File: src/rtl/dsd_tick_sched.sv
// rtl/dsd_tick_sched.sv - base-tick prescaler, NCH countdown channels, round-robin irq/ack arbiter
// Optional DSD_TICK_SCHED_TIMESTAMP_EN adds irq_ts_o, the base-tick count latched at each grant.
module dsd_tick_sched #(
  parameter int CLK_FREQ  = 50000000,
  parameter int TICK_HZ   = 30,
  parameter int PULSE_LEN = 30,
  parameter int NCH       = 4,
  localparam int CW       = $clog2(NCH)
) (
  input  logic           clk_i,
  input  logic           rst_i,
  input  logic           cfg_we_i,
  input  logic [CW-1:0]  cfg_ch_i,
  input  logic [7:0]     cfg_dat_i,
  output logic           tick_o,
  output logic           irq_o,
  output logic [CW-1:0]  irq_ch_o,
  input  logic           ack_i,
  output logic [NCH-1:0] overrun_o
`ifdef DSD_TICK_SCHED_TIMESTAMP_EN
  ,
  output logic [15:0]    irq_ts_o
`endif
);

  localparam logic [31:0] MAX_COUNT = 32'(CLK_FREQ / TICK_HZ);
  localparam logic [31:0] PULSE_CNT = 32'(PULSE_LEN);

  typedef enum logic {IDLE, GRANT} state_t;

  logic [31:0]   count_q;
  logic          tick_stb;
  state_t        state_q, state_d;
  logic [7:0]    reload_q [NCH];
  logic [7:0]    cnt_q [NCH];
  logic [NCH-1:0] pending_q;
  logic [NCH-1:0] wr_sel;
  logic [NCH-1:0] ack_sel;
  logic          granted_wr;
  logic          grant_ack;
  logic [CW-1:0] last_q, last_d;
  logic          irq_d;
  logic [CW-1:0] irq_ch_d;
  logic [CW-1:0] rr_sel;
  logic [CW-1:0] rr_cand;
  int            rr_j;

  assign tick_stb = (count_q == MAX_COUNT);

  always_ff @(posedge clk_i) begin
    if (rst_i) begin
      count_q <= 32'd1;
      tick_o  <= 1'b0;
    end else if (tick_stb) begin
      count_q <= 32'd1;
      tick_o  <= 1'b1;
    end else begin
      count_q <= count_q + 32'd1;
      if (count_q == PULSE_CNT) begin
        tick_o <= 1'b0;
      end
    end
  end

  // A config write to the granted channel overrides a same-cycle ack.
  assign granted_wr = cfg_we_i && (cfg_ch_i == irq_ch_o);
  assign grant_ack  = (state_q == GRANT) && ack_i && !granted_wr;

  always_comb begin
    wr_sel  = '0;
    ack_sel = '0;
    for (int i = 0; i < NCH; i++) begin
      wr_sel[i]  = cfg_we_i && (cfg_ch_i == CW'(i));
      ack_sel[i] = grant_ack && (irq_ch_o == CW'(i));
    end
  end

  always_ff @(posedge clk_i) begin
    if (rst_i) begin
      for (int i = 0; i < NCH; i++) begin
        reload_q[i] <= '0;
        cnt_q[i]    <= '0;
      end
      pending_q <= '0;
      overrun_o <= '0;
    end else begin
      for (int i = 0; i < NCH; i++) begin
        if (wr_sel[i]) begin
          reload_q[i]  <= cfg_dat_i;
          cnt_q[i]     <= cfg_dat_i;
          pending_q[i] <= 1'b0;
          overrun_o[i] <= 1'b0;
        end else if (tick_stb && (reload_q[i] != 8'd0) && (cnt_q[i] == 8'd1)) begin
          cnt_q[i]     <= reload_q[i];
          pending_q[i] <= 1'b1;
          if (pending_q[i] && !ack_sel[i]) begin
            overrun_o[i] <= 1'b1;
          end
        end else begin
          if (tick_stb && (reload_q[i] != 8'd0)) begin
            cnt_q[i] <= cnt_q[i] - 8'd1;
          end
          if (ack_sel[i]) begin
            pending_q[i] <= 1'b0;
          end
        end
      end
    end
  end

  // Scan offsets from far to near so the nearest pending channel after last_q wins.
  always_comb begin
    rr_sel  = last_q;
    rr_cand = last_q;
    rr_j    = 0;
    for (int k = NCH; k >= 1; k--) begin
      rr_j = int'(last_q) + k;
      if (rr_j >= NCH) begin
        rr_j = rr_j - NCH;
      end
      rr_cand = CW'(rr_j);
      if (pending_q[rr_cand]) begin
        rr_sel = rr_cand;
      end
    end
  end

  always_comb begin
    state_d  = state_q;
    irq_d    = irq_o;
    irq_ch_d = irq_ch_o;
    last_d   = last_q;
    case (state_q)
      IDLE: begin
        if (|pending_q) begin
          state_d  = GRANT;
          irq_d    = 1'b1;
          irq_ch_d = rr_sel;
        end
      end
      GRANT: begin
        if (granted_wr) begin
          state_d = IDLE;
          irq_d   = 1'b0;
        end else if (ack_i) begin
          state_d = IDLE;
          irq_d   = 1'b0;
          last_d  = irq_ch_o;
        end
      end
      default: begin
        state_d = IDLE;
        irq_d   = 1'b0;
      end
    endcase
  end

  always_ff @(posedge clk_i) begin
    if (rst_i) begin
      state_q  <= IDLE;
      irq_o    <= 1'b0;
      irq_ch_o <= '0;
      last_q   <= CW'(NCH - 1);
    end else begin
      state_q  <= state_d;
      irq_o    <= irq_d;
      irq_ch_o <= irq_ch_d;
      last_q   <= last_d;
    end
  end

`ifdef DSD_TICK_SCHED_TIMESTAMP_EN
  logic [15:0] ts_cnt_q;
  logic        ts_latch;

  assign ts_latch = (state_q == IDLE) && (|pending_q);

  always_ff @(posedge clk_i) begin
    if (rst_i) begin
      ts_cnt_q <= '0;
      irq_ts_o <= '0;
    end else begin
      if (tick_stb) begin
        ts_cnt_q <= ts_cnt_q + 16'd1;
      end
      if (ts_latch) begin
        irq_ts_o <= tick_stb ? ts_cnt_q + 16'd1 : ts_cnt_q;
      end
    end
  end
`endif

endmodule

File: config.mk
export PLATFORM = sky130hd
export DESIGN_NAME = dsd_tick_sched
export DESIGN_NICKNAME = d
export VERILOG_FILES = /design/src/rtl/dsd_tick_sched.sv
export SDC_FILE = /design/constraint.sdc
export NUM_CORES = 1
export LEC_CHECK = 0
export ABC_AREA = 1
export CORE_UTILIZATION = 35
export CTS_BUF_LIST = sky130_fd_sc_hd__clkbuf_8 sky130_fd_sc_hd__clkbuf_16
export DETAILED_ROUTE_END_ITERATION = 7
export DONT_BUFFER_PORTS = 1
export PLACE_DENSITY_LB_ADDON = 0.08
export REMOVE_ABC_BUFFERS = 1
export SLEW_MARGIN = 20
export SYNTH_ARGS = -nofsm -noshare
export SYNTH_HDL_FRONTEND = slang
export SYNTH_SLANG_ARGS = --single-unit
File: constraint.sdc
create_clock -name clk_i -period 2.01 [get_ports clk_i]
set_input_delay 0.402 -clock clk_i [delete_from_list [all_inputs] [get_ports clk_i]]
set_output_delay 0.402 -clock clk_i [all_outputs]
set_load 0.1 [all_outputs]
Word level (Yosys, flattened, before mapping)
Memory sizes are Yosys's and may differ from the RTL's.
Cells that the tools add are included.
- mux-type cells: 100
- reductions and logical operators: 52
- $add $sub $neg: 13
- bitwise logic cells: 18
- eq/ne operators: 15
- order comparisons: 8
- operator list (operator ; number):
    8-bit 2-to-1 mux ; 16
    1-bit 2-to-1 mux ; 70
    32-bit by 1-bit adder with 32-bit output, second input constant ; 1
    32-bit by 21-bit equality test with 1-bit output, second input constant ; 1
    32-bit by 5-bit equality test with 1-bit output, second input constant ; 1
    8-bit by 1-bit equality test with 1-bit output, second input constant ; 4
    8-bit nonzero test ; 4
    8-bit by 1-bit subtractor with 8-bit output, second input constant ; 4
    1-bit logical AND ; 23
    2-bit 2-to-1 mux ; 8
    1-bit OR ; 16
    2-bit by 3-bit less-than comparator with 1-bit output, second input constant ; 4
    2-bit AND reduction ; 6
    2-bit nonzero test ; 5
    2-bit OR reduction ; 5
    3-bit >= comparator, second input constant ; 3
    1-bit binary-select mux with 2-bit select ; 4
    2-bit equality test, second input constant ; 4
    2-bit by 1-bit subtractor with 2-bit output, second input constant ; 4
    2-bit by 2-bit adder with 3-bit output, second input constant ; 2
    1-bit logical NOT ; 5
    2-bit by 3-bit adder with 4-bit output, second input constant ; 1
    2-bit by 1-bit equality test with 1-bit output, second input constant ; 2
    4-bit by 3-bit >= comparator with 1-bit output, second input constant ; 1
    9 further kinds ; 12
- input port bits: 14
- memories: 2
- logic and storage cells: 222
- register bits: 47
- memory bits (writable): 64
- output and inout port bits: 8
- memory list (name ; depth ; bits a word ; rd ports ; clocked after Yosys merged registers in ; write ports ; RTL line ; source):
    cnt_q ; 4 ; 8 ; 4 ; 0 ; 4 ; 35 ; logic [7:0] cnt_q [NCH];
    reload_q ; 4 ; 8 ; 4 ; 0 ; 4 ; 34 ; logic [7:0] reload_q [NCH];

Logic depth before layout (Yosys ltp)
Gate-level depths: netlist (run 1).
An unclocked memory read counts as a cell.
- word-level depth: 10
- depth in mapped cells: 13
- mapped depth without buffers: 13

Worst setup path after synthesis (run 1)
No wires, ideal clock.
- path type: reg2reg
- start point: reg irq_ch_o[1]
- end point: reg pending_q[3]
- buffers on the path: 0
- required time: 1.877 ns
- arrival: 1.805 ns
- setup time: 0.133 ns
- slack: 0.072 ns
- stages on the path, launching flop included: 8
- clock period less this slack: 1.938 ns
- path through: dfxtp_1 > xnor2_1 > nand3_1 > nand3_1 > nor2_1 > nand2_1 > nand2_1 > o21ai_0
- cells in the longest elaborated chain, start to end: 6
- elaborated cells on any way between the ends: 7
- classes of those cells: eq/ne (2); reduce/logical (5)
- RTL lines (item ; RTL line ; source):
    from (decl) ; 17 ; output logic [CW-1:0] irq_ch_o,
    from (signal assigned) ; 167 ; irq_ch_o <= irq_ch_d;
    2-bit equality test ; 66 ; assign granted_wr = cfg_we_i && (cfg_ch_i == irq_ch_o);
    1-bit logical AND ; 66 ;
    1-bit logical NOT ; 67 ; assign grant_ack = (state_q == GRANT) && ack_i && !granted_wr;
    1-bit logical AND ; 67 ;
    1-bit logical AND (*) ; 74 ; ack_sel[i] = grant_ack && (irq_ch_o == CW'(i));
    2-bit nonzero test (no source line) (*) ; -- ;
    to (signal assigned) ; 84 ; pending_q <= '0;
    to (signal, indexed assignment) ; 91 ; pending_q[i] <= 1'b0;
    to (signal, indexed assignment) ; 95 ; pending_q[i] <= 1'b1;
    to (decl) ; 36 ; logic [NCH-1:0] pending_q;
Mark *: on every way between the ends. The rest lies on a longest branch, timed or not.
A chain may end at the register's enable or synchronous reset.

==> results.cfg, run 1 <==
[run_status]
outcome = complete, but fails checks
violations = design-rule violations

[power_and_ir_drop]
p_total_mw = 4.864
p_leak_nw = 3.230
powerDensity_nw_per_um2 = 614.7
peakVddDrop_mv = 0.4101

[synthesis]
netlist_instances = 880
synth-seq-area-share = 0.4372
synth_top_area_cell = edfxtp_1
syn_area_sq_um = 6548
avgSynthCellArea_sq_um = 7.440
synthArstFlopShare = 0
synth.area.top_cells = edfxtp_1 29%, dfxtp_1 14%, nand2_1 11%, nor2_1 9.1%, inv_1 6.5%
yosys.area.top_type_share = 0.2935
synth-main-ff-cell = edfxtp_1
yosysWarnings = 0
synthDistinctLibCells = 41
synth-edff-count = 64
yosys_register_bits = 111

[final_layout]
fin_util = 0.4360
fillers = 1906
diodes = 0
syn2layout_area_growth_pct = 20.85
drive_gt1_frac = 0.1752
multiInputGateArea_sq_um = 3269
regArea_sq_um = 2867
nets = 995

[critical_path]
critPathMaxFanout = 13
crit_required_ns = 2.12
worst_setup_path_end_kind = register
cp-start-kind = register
path_class = reg -> reg
worst_ep_arrival_time_ns = 2.02

[sta]
layout_min_cycle_time_ns = 1.919
relSlewSlack = 0.6760
timing.hold.ws_ns = 0.1065
rsz0062_at_grt = true
max_freq_mhz = 521.2
tightest_slew_ns = 0.4855
fin_crit_sh = 0.9546
slew_violations = 0
finClkSkew_ns = 0.009946
finalSetupViolCount = 0
hold_violations = 0

[placed_design]
dp_hpwl_um = 14070
io_buffer_count = 0
place_congestion = 0.8869

[global_routing]
grt_pass1_vias = 5742
grt_pass1_wl_um = 29080
track_usage = 0.1911
antenna_found_initial = 0
grt_start_max_net_pins = 20
grt_overflow = 0

[clock_tree]
cts_made_buffers = 9
cts_hold_buf = 0
cts-root-buf = clkbuf_16
htree_levels = 3
clockBufferDepth = 2
clk-insertion-delay-late_ns = 0.36
clock_sinks = 111
cts_tree = done
clkTransAtPathRegs_ns = 0.08

[drt]
antenna_left = 0
dr.pass1.iters = 7
vias = 5956
drtIter0Drc = 439
drc = 2
drt-total-wl_um = 18160
wl_per_cell_um = 15.07
viasPerCell = 4.943

[floorplan]
design.die.area_sq_um = 19260
die_h_um = 138.8
die_width_um = 138.8
pin_count = 22
fp.coreArea_sq_um = 18150
initial_core_util = 0.3608
num_rows = 49

[min_path]
hold_path.class = in -> reg

[run]
maxCapViolCount = 0
[where the power goes]
| part | leakage [nW] | internal [mW] | switching (mW) |
|---|---|---|---|
| logic | 2.07 | 0.148 | 0.265 |
| registers | 1.02 | 2.50 | 0.0621 |
| clock network | 0.147 | 0.987 | 0.900 |
[per-layer routing]
metal	global-route usage	vias up	wire length (um)
met5	0	-	0
met4	0.05673	0	239
met3	0.02244	16	668
met2	0.3078	98	8321
met1	0.2688	2775	8935
li1	-	3067	-
[Yosys cell counts (3+ instances only)]
library cell and instances:
inv_2 4, dfxtp_1 47, ha_1 10, inv_1 113
clkinv_1 4, a21oi_1 55, nand3_4 3, nor3_1 18
nor2_1 159, xnor2_1 9, xor2_1 17, edfxtp_1 64
o21ai_0 45, nand2_1 190, buf_4 3, buf_6 3
nand4_1 31, nand3_2 3, nor4_1 4, nand2_2 8
nand3b_1 7, nor3b_1 3, nand3_1 47, or2_2 9
o211ai_1 4
[cell families (layout without fill, tap and decap cells)]
group                    after synthesis  after routing  synth area share
AND/OR/NAND/NOR                      491            491            0.3359
AO/OA/AOI/OAI                        111            111           0.09211
XOR/XNOR                              26             26           0.03478
buffers and inverters                131            227           0.08083
flip-flops                           111            111            0.4372
adder cells (fa/ha/maj)               10             10           0.01911
[worst paths after layout]
kind,to,start,slack (ns),cells past startpoint
setup / recovery,cnt_q[0][0],count_q[0],0.09,12
hold / removal,state_q,rst_i,0.11,1
setup reg to reg,cnt_q[0][0],count_q[0],0.09,12
hold reg to reg,count_q[31],count_q[31],0.48,2
[critical path, stage by stage, from the launching register on]
cell and delay, ns:
dfxtp_2 0.32, inv_1 0.05, ha_2 0.18, nand2_2 0.06, inv_2 0.05, nand2_1 0.06, nor2_2 0.12, nand2_2 0.09
nor2_8 0.13, buf_12 0.15, nand3_4 0.14, o21ai_0 0.22, a21oi_1 0.09
[cell usage in the layout (no fill, tap or decap), types with 4 or more instances in the layout]
cell / netlist / final
a21oi_1: 55 / 48
a21oi_2: 1 / 8
buf_12: 0 / 4
buf_4: 3 / 84
clkbuf_16: 0 / 9
clkinvlp_4: 0 / 4
dfxtp_1: 47 / 44
edfxtp_1: 64 / 64
ha_1: 10 / 9
inv_1: 113 / 113
inv_2: 4 / 5
nand2_1: 190 / 184
nand2_2: 8 / 12
nand3_1: 47 / 46
nand3_2: 3 / 4
nand3b_1: 7 / 7
nand4_1: 31 / 31
nor2_1: 159 / 153
nor2_2: 2 / 6
nor3_1: 18 / 16
nor4_1: 4 / 4
o211ai_1: 4 / 4
o21ai_0: 45 / 36
o21ai_1: 0 / 6
or2_2: 9 / 9
xnor2_1: 9 / 9
xor2_1: 17 / 17
[state kept, by name, indices dropped and copies added, names as in the netlist]
signal / count
count_q: 32
cnt_q: 32
tick_o: 1
last_q: 2
reload_q: 32
state_q: 1
pending_q: 4
irq_o: 1
overrun_o: 4
irq_ch_o: 2
[stage by stage]
step / instance area, sq um / setup WS, ns / setup TNS (ns) / instances
final: 7913 / 0.09124 / 0 / 1205
after CTS: 7750 / 0.002887 / 0 / 1200
after global routing: 7913 / -0.01141 / -0.03072 / 1205
after global placement: 7445 / 0.03947 / 0 / 1184
after detailed placement: 7445 / 0.01299 / 0 / 1184
after floorplan: 6477 / 0.07244 / 0 / 871
[final cells by class]
cell class	instances	area share
clock buffers	9	0.02846
repair buffers	88	0.08982
clock inverters	7	0.01012
repair inverters	1	0.0009488
multi-input cells	638	0.4132
inverters	122	0.05898
well taps	229	0.03621
flip-flops and latches	111	0.3623
[what timing repair did]
action                                  CTS  global route
gates resized for setup                   0            48
buffers inserted                          0             4
endpoints found under the setup margin    0            49
Power figures use the tool's default switching activity.
==> inputs of run 2 (changes only) <==
--- a/config.mk
+++ b/config.mk
@@ -5,7 +5,7 @@
 export SDC_FILE = /design/constraint.sdc
 export NUM_CORES = 1
 export LEC_CHECK = 0
-export ABC_AREA = 1
+export ABC_AREA = 0
 export CORE_UTILIZATION = 35
 export CTS_BUF_LIST = sky130_fd_sc_hd__clkbuf_8 sky130_fd_sc_hd__clkbuf_16
 export DETAILED_ROUTE_END_ITERATION = 7
==> run 2 against run 1 <==
Net effect:
- the run ends with negative setup slack left
- die area down 9.1%
- register-to-register slack worse by 0.27 ns
- maximum frequency down 12%
- critical path depth down 5
- critical path type unchanged
- highest routed layer unchanged
==> results.cfg, run 2 <==
[sta]
finalSetupViolCount = 89
finClkSkew_ns = 0.01314
fin_crit_sh = 1.090
max_freq_mhz = 456.5
fin_ws_ns = -0.1804
relSlewSlack = 0.6205
slew_violations = 0
hold_violations = 0
layout_min_cycle_time_ns = 2.190
rsz0062_at_grt = true
tightest_slew_ns = 0.5693

[synthesis]
synth_most_common_cell = edfxtp_1
synth-main-ff-cell = edfxtp_1
synth_top_area_cell = edfxtp_1
netlist_instances = 583
yosys.area.top_type_share = 0.3234
synthArstFlopShare = 0
synthTopCellsByCount = 64 x edfxtp_1, 56 x nor2_1, 47 x dfxtp_1, 36 x and2_1, 34 x nand2_1
synth-edff-count = 64
yosysWarnings = 0
syn_area_sq_um = 5942
synthDistinctLibCells = 54
synth-seq-area-share = 0.4818
avgSynthCellArea_sq_um = 10.19
yosys_register_bits = 111
synth.area.top_cells = edfxtp_1 32%, dfxtp_1 16%, mux2i_1 5.6%, xor2_1 4.7%, and2_1 3.8%

[drt]
drc = 0
viasPerCell = 5.169
drtIter0Drc = 234
vias = 4735
wl_per_cell_um = 17.23
dr.pass1.iters = 5
antenna_left = 0
drt-total-wl_um = 15780

[final_layout]
drive_gt1_frac = 0.3448
nets = 715
mostFrequentLayoutCells = 88 x buf_4, 64 x edfxtp_1, 36 x and2_1
syn2layout_area_growth_pct = 32.20
final_area_sq_um = 7855
diodes = 0
final_common_cell = buf_4
reg_top3 = cnt_q: 32 flops, count_q: 32 flops, reload_q: 32 flops

[critical_path]
max_stage_delay_ns = 0.56
cp-start-kind = register
crit_top_cell = buf_6
worst_ep_arrival_time_ns = 2.27
slowest_stage = or4_4
crit_required_ns = 2.09
critical_path.top_delay_family = simple AND/OR/NAND/NOR gates
critPathMaxFanout = 8
critPathBufInv = 2
path_class = reg -> reg
worst_setup_path_end_kind = register
path_cells = buf_6, nand4bb_1, or4_4, nor4b_4, buf_6, mux2i_2, a211oi_2

[placed_design]
io_buffer_count = 0
dp_hpwl_um = 11340
placedInstanceArea_sq_um = 6914
place_congestion = 0.7819

[global_routing]
grt_start_max_net_pins = 32
track_usage = 0.1811
antenna_found_initial = 0
grt_overflow = 0
grt_pass1_vias = 4664
grt_pass1_wl_um = 24500

[clock_tree]
clkTransAtPathRegs_ns = 0.08
clock_sinks = 111
cts_made_buffers = 9
clk-insertion-delay-late_ns = 0.36
htree_levels = 3
clockBufferDepth = 2
cts_tree = done
cts-root-buf = clkbuf_16
cts_hold_buf = 0

[run_status]
violations = negative setup slack
outcome = complete, but fails checks

[min_path]
hold_path.class = in -> reg

[floorplan]
die_width_um = 132.3
die_h_um = 132.3
pin_count = 22
fp.coreArea_sq_um = 16580
num_rows = 47
initial_core_util = 0.3583
design.die.area_sq_um = 17500

[power_and_ir_drop]
p_leak_nw = 2.671
p_int_mw = 3.647
seqPwrFrac = 0.541
powerDensity_nw_per_um2 = 605.4
peakVddDrop_mv = 0.4379
p_total_mw = 4.756
p_switching_mw = 1.109
power.share.clock = 0.370
p_sw_frac = 0.2332
combPwrFrac = 0.090

[run]
maxCapViolCount = 0
run 2: cell types whose count changed in the layout (fill, tap and decap cells not counted), sizes merged, moves of 14 or more:
cell    previous run  this run
nor2             163        56
or2               11        25
o21ai             47        15
nand2            198        34
a211oi             1        24
nand3             53        21
mux2i              0        33
nor4               4        18
nand4             32        16
xor2              17        32
buf               88       110
and2               1        36
inv              121        29
a21oi             56        11
run 2: power by group through the flow:
stage | clock, mW | combinational, mW | sequential (mW)
6_report | 1.76 | 0.426 | 2.57
5_1_grt | 1.92 | 0.467 | 2.58
4_1_cts | 1.83 | 0.369 | 2.57
3_5_place_dp | 0 | 0.346 | 2.62
3_3_place_gp | 0 | 0.341 | 2.61
2_1_floorplan | 0 | 0.205 | 2.61
run 2: timing repair:
| action | in CTS | in global routing |
|---|---|---|
| setup endpoints to repair | 102 | 101 |
| setup buffers | 6 | 5 |
| pin swaps | 18 | 46 |
| gates resized for setup | 48 | 91 |
| cloned | 2 | 3 |
run 2: worst paths after layout:
kind | start | cells after the start | slack, ns | end
worst max-delay path | count_q[2] | 7 | -0.18 | cnt_q[2][4]
worst min-delay path | rst_i | 1 | 0.10 | irq_o
worst max register to register | count_q[2] | 7 | -0.18 | cnt_q[2][4]
worst min register to register | overrun_o[3] | 2 | 0.48 | overrun_o[3]
run 2: cells by family (layout without fill, tap and decap cells):
family | count (synthesis) | count (layout) | synth area share
xor+xnor | 53 | 53 | 0.07812
flops | 111 | 111 | 0.4818
compound gates | 78 | 78 | 0.08676
buf+inv | 40 | 153 | 0.02990
fa+ha+maj | 10 | 10 | 0.02106
simple gates | 258 | 258 | 0.2468
mux | 33 | 33 | 0.05559
run 2: worst register-to-register path, stage by stage (launching register included):
cell and delay [ns]:
dfxtp_2 0.33, buf_6 0.11, nand4bb_1 0.18, or4_4 0.56
nor4b_4 0.25, buf_6 0.20, mux2i_2 0.25, a211oi_2 0.05
run 2: routing by layer:
| metal | routed length (um) | GRT usage | share of wire | vias to the layer above |
|---|---|---|---|---|
| met1 | 7228 | 0.2368 | 0.46 | 2302 |
| met2 | 7724 | 0.3004 | 0.49 | 71 |
| met3 | 606 | 0.03729 | 0.038 | 15 |
| met4 | 221 | 0.05619 | 0.014 | 0 |
| li1 | - | - | - | 2347 |
| met5 | 0 | 0 | 0 | - |
run 2: per-stage QoR:
step / hold slack, ns / setup TNS (ns) / instances / utilization / setup slack, ns
after floorplan: 0.3935 / -32.34 / 568 / - / -0.4962
after global placement: 0.4746 / -22.10 / 887 / 0.4169 / -0.3514
final: 0.1009 / -8.580 / 916 / 0.4737 / -0.1804
after global routing: 0.08183 / -14.99 / 916 / 0.4737 / -0.2756
after detailed placement: 0.4699 / -20.09 / 887 / 0.4169 / -0.2990
after CTS: 0.08257 / -9.017 / 909 / 0.4455 / -0.1884
run 2: layout make-up:
type / instances / area [sq um]
clock buffers: 11 / 264.0
clock inverters: 5 / 25.02
flip-flops and latches: 111 / 2879
inverters: 25 / 93.84
well taps: 220 / 275.3
repair buffers: 112 / 982.2
multi-input cells: 432 / 3336
fillers: 1553 / 8728
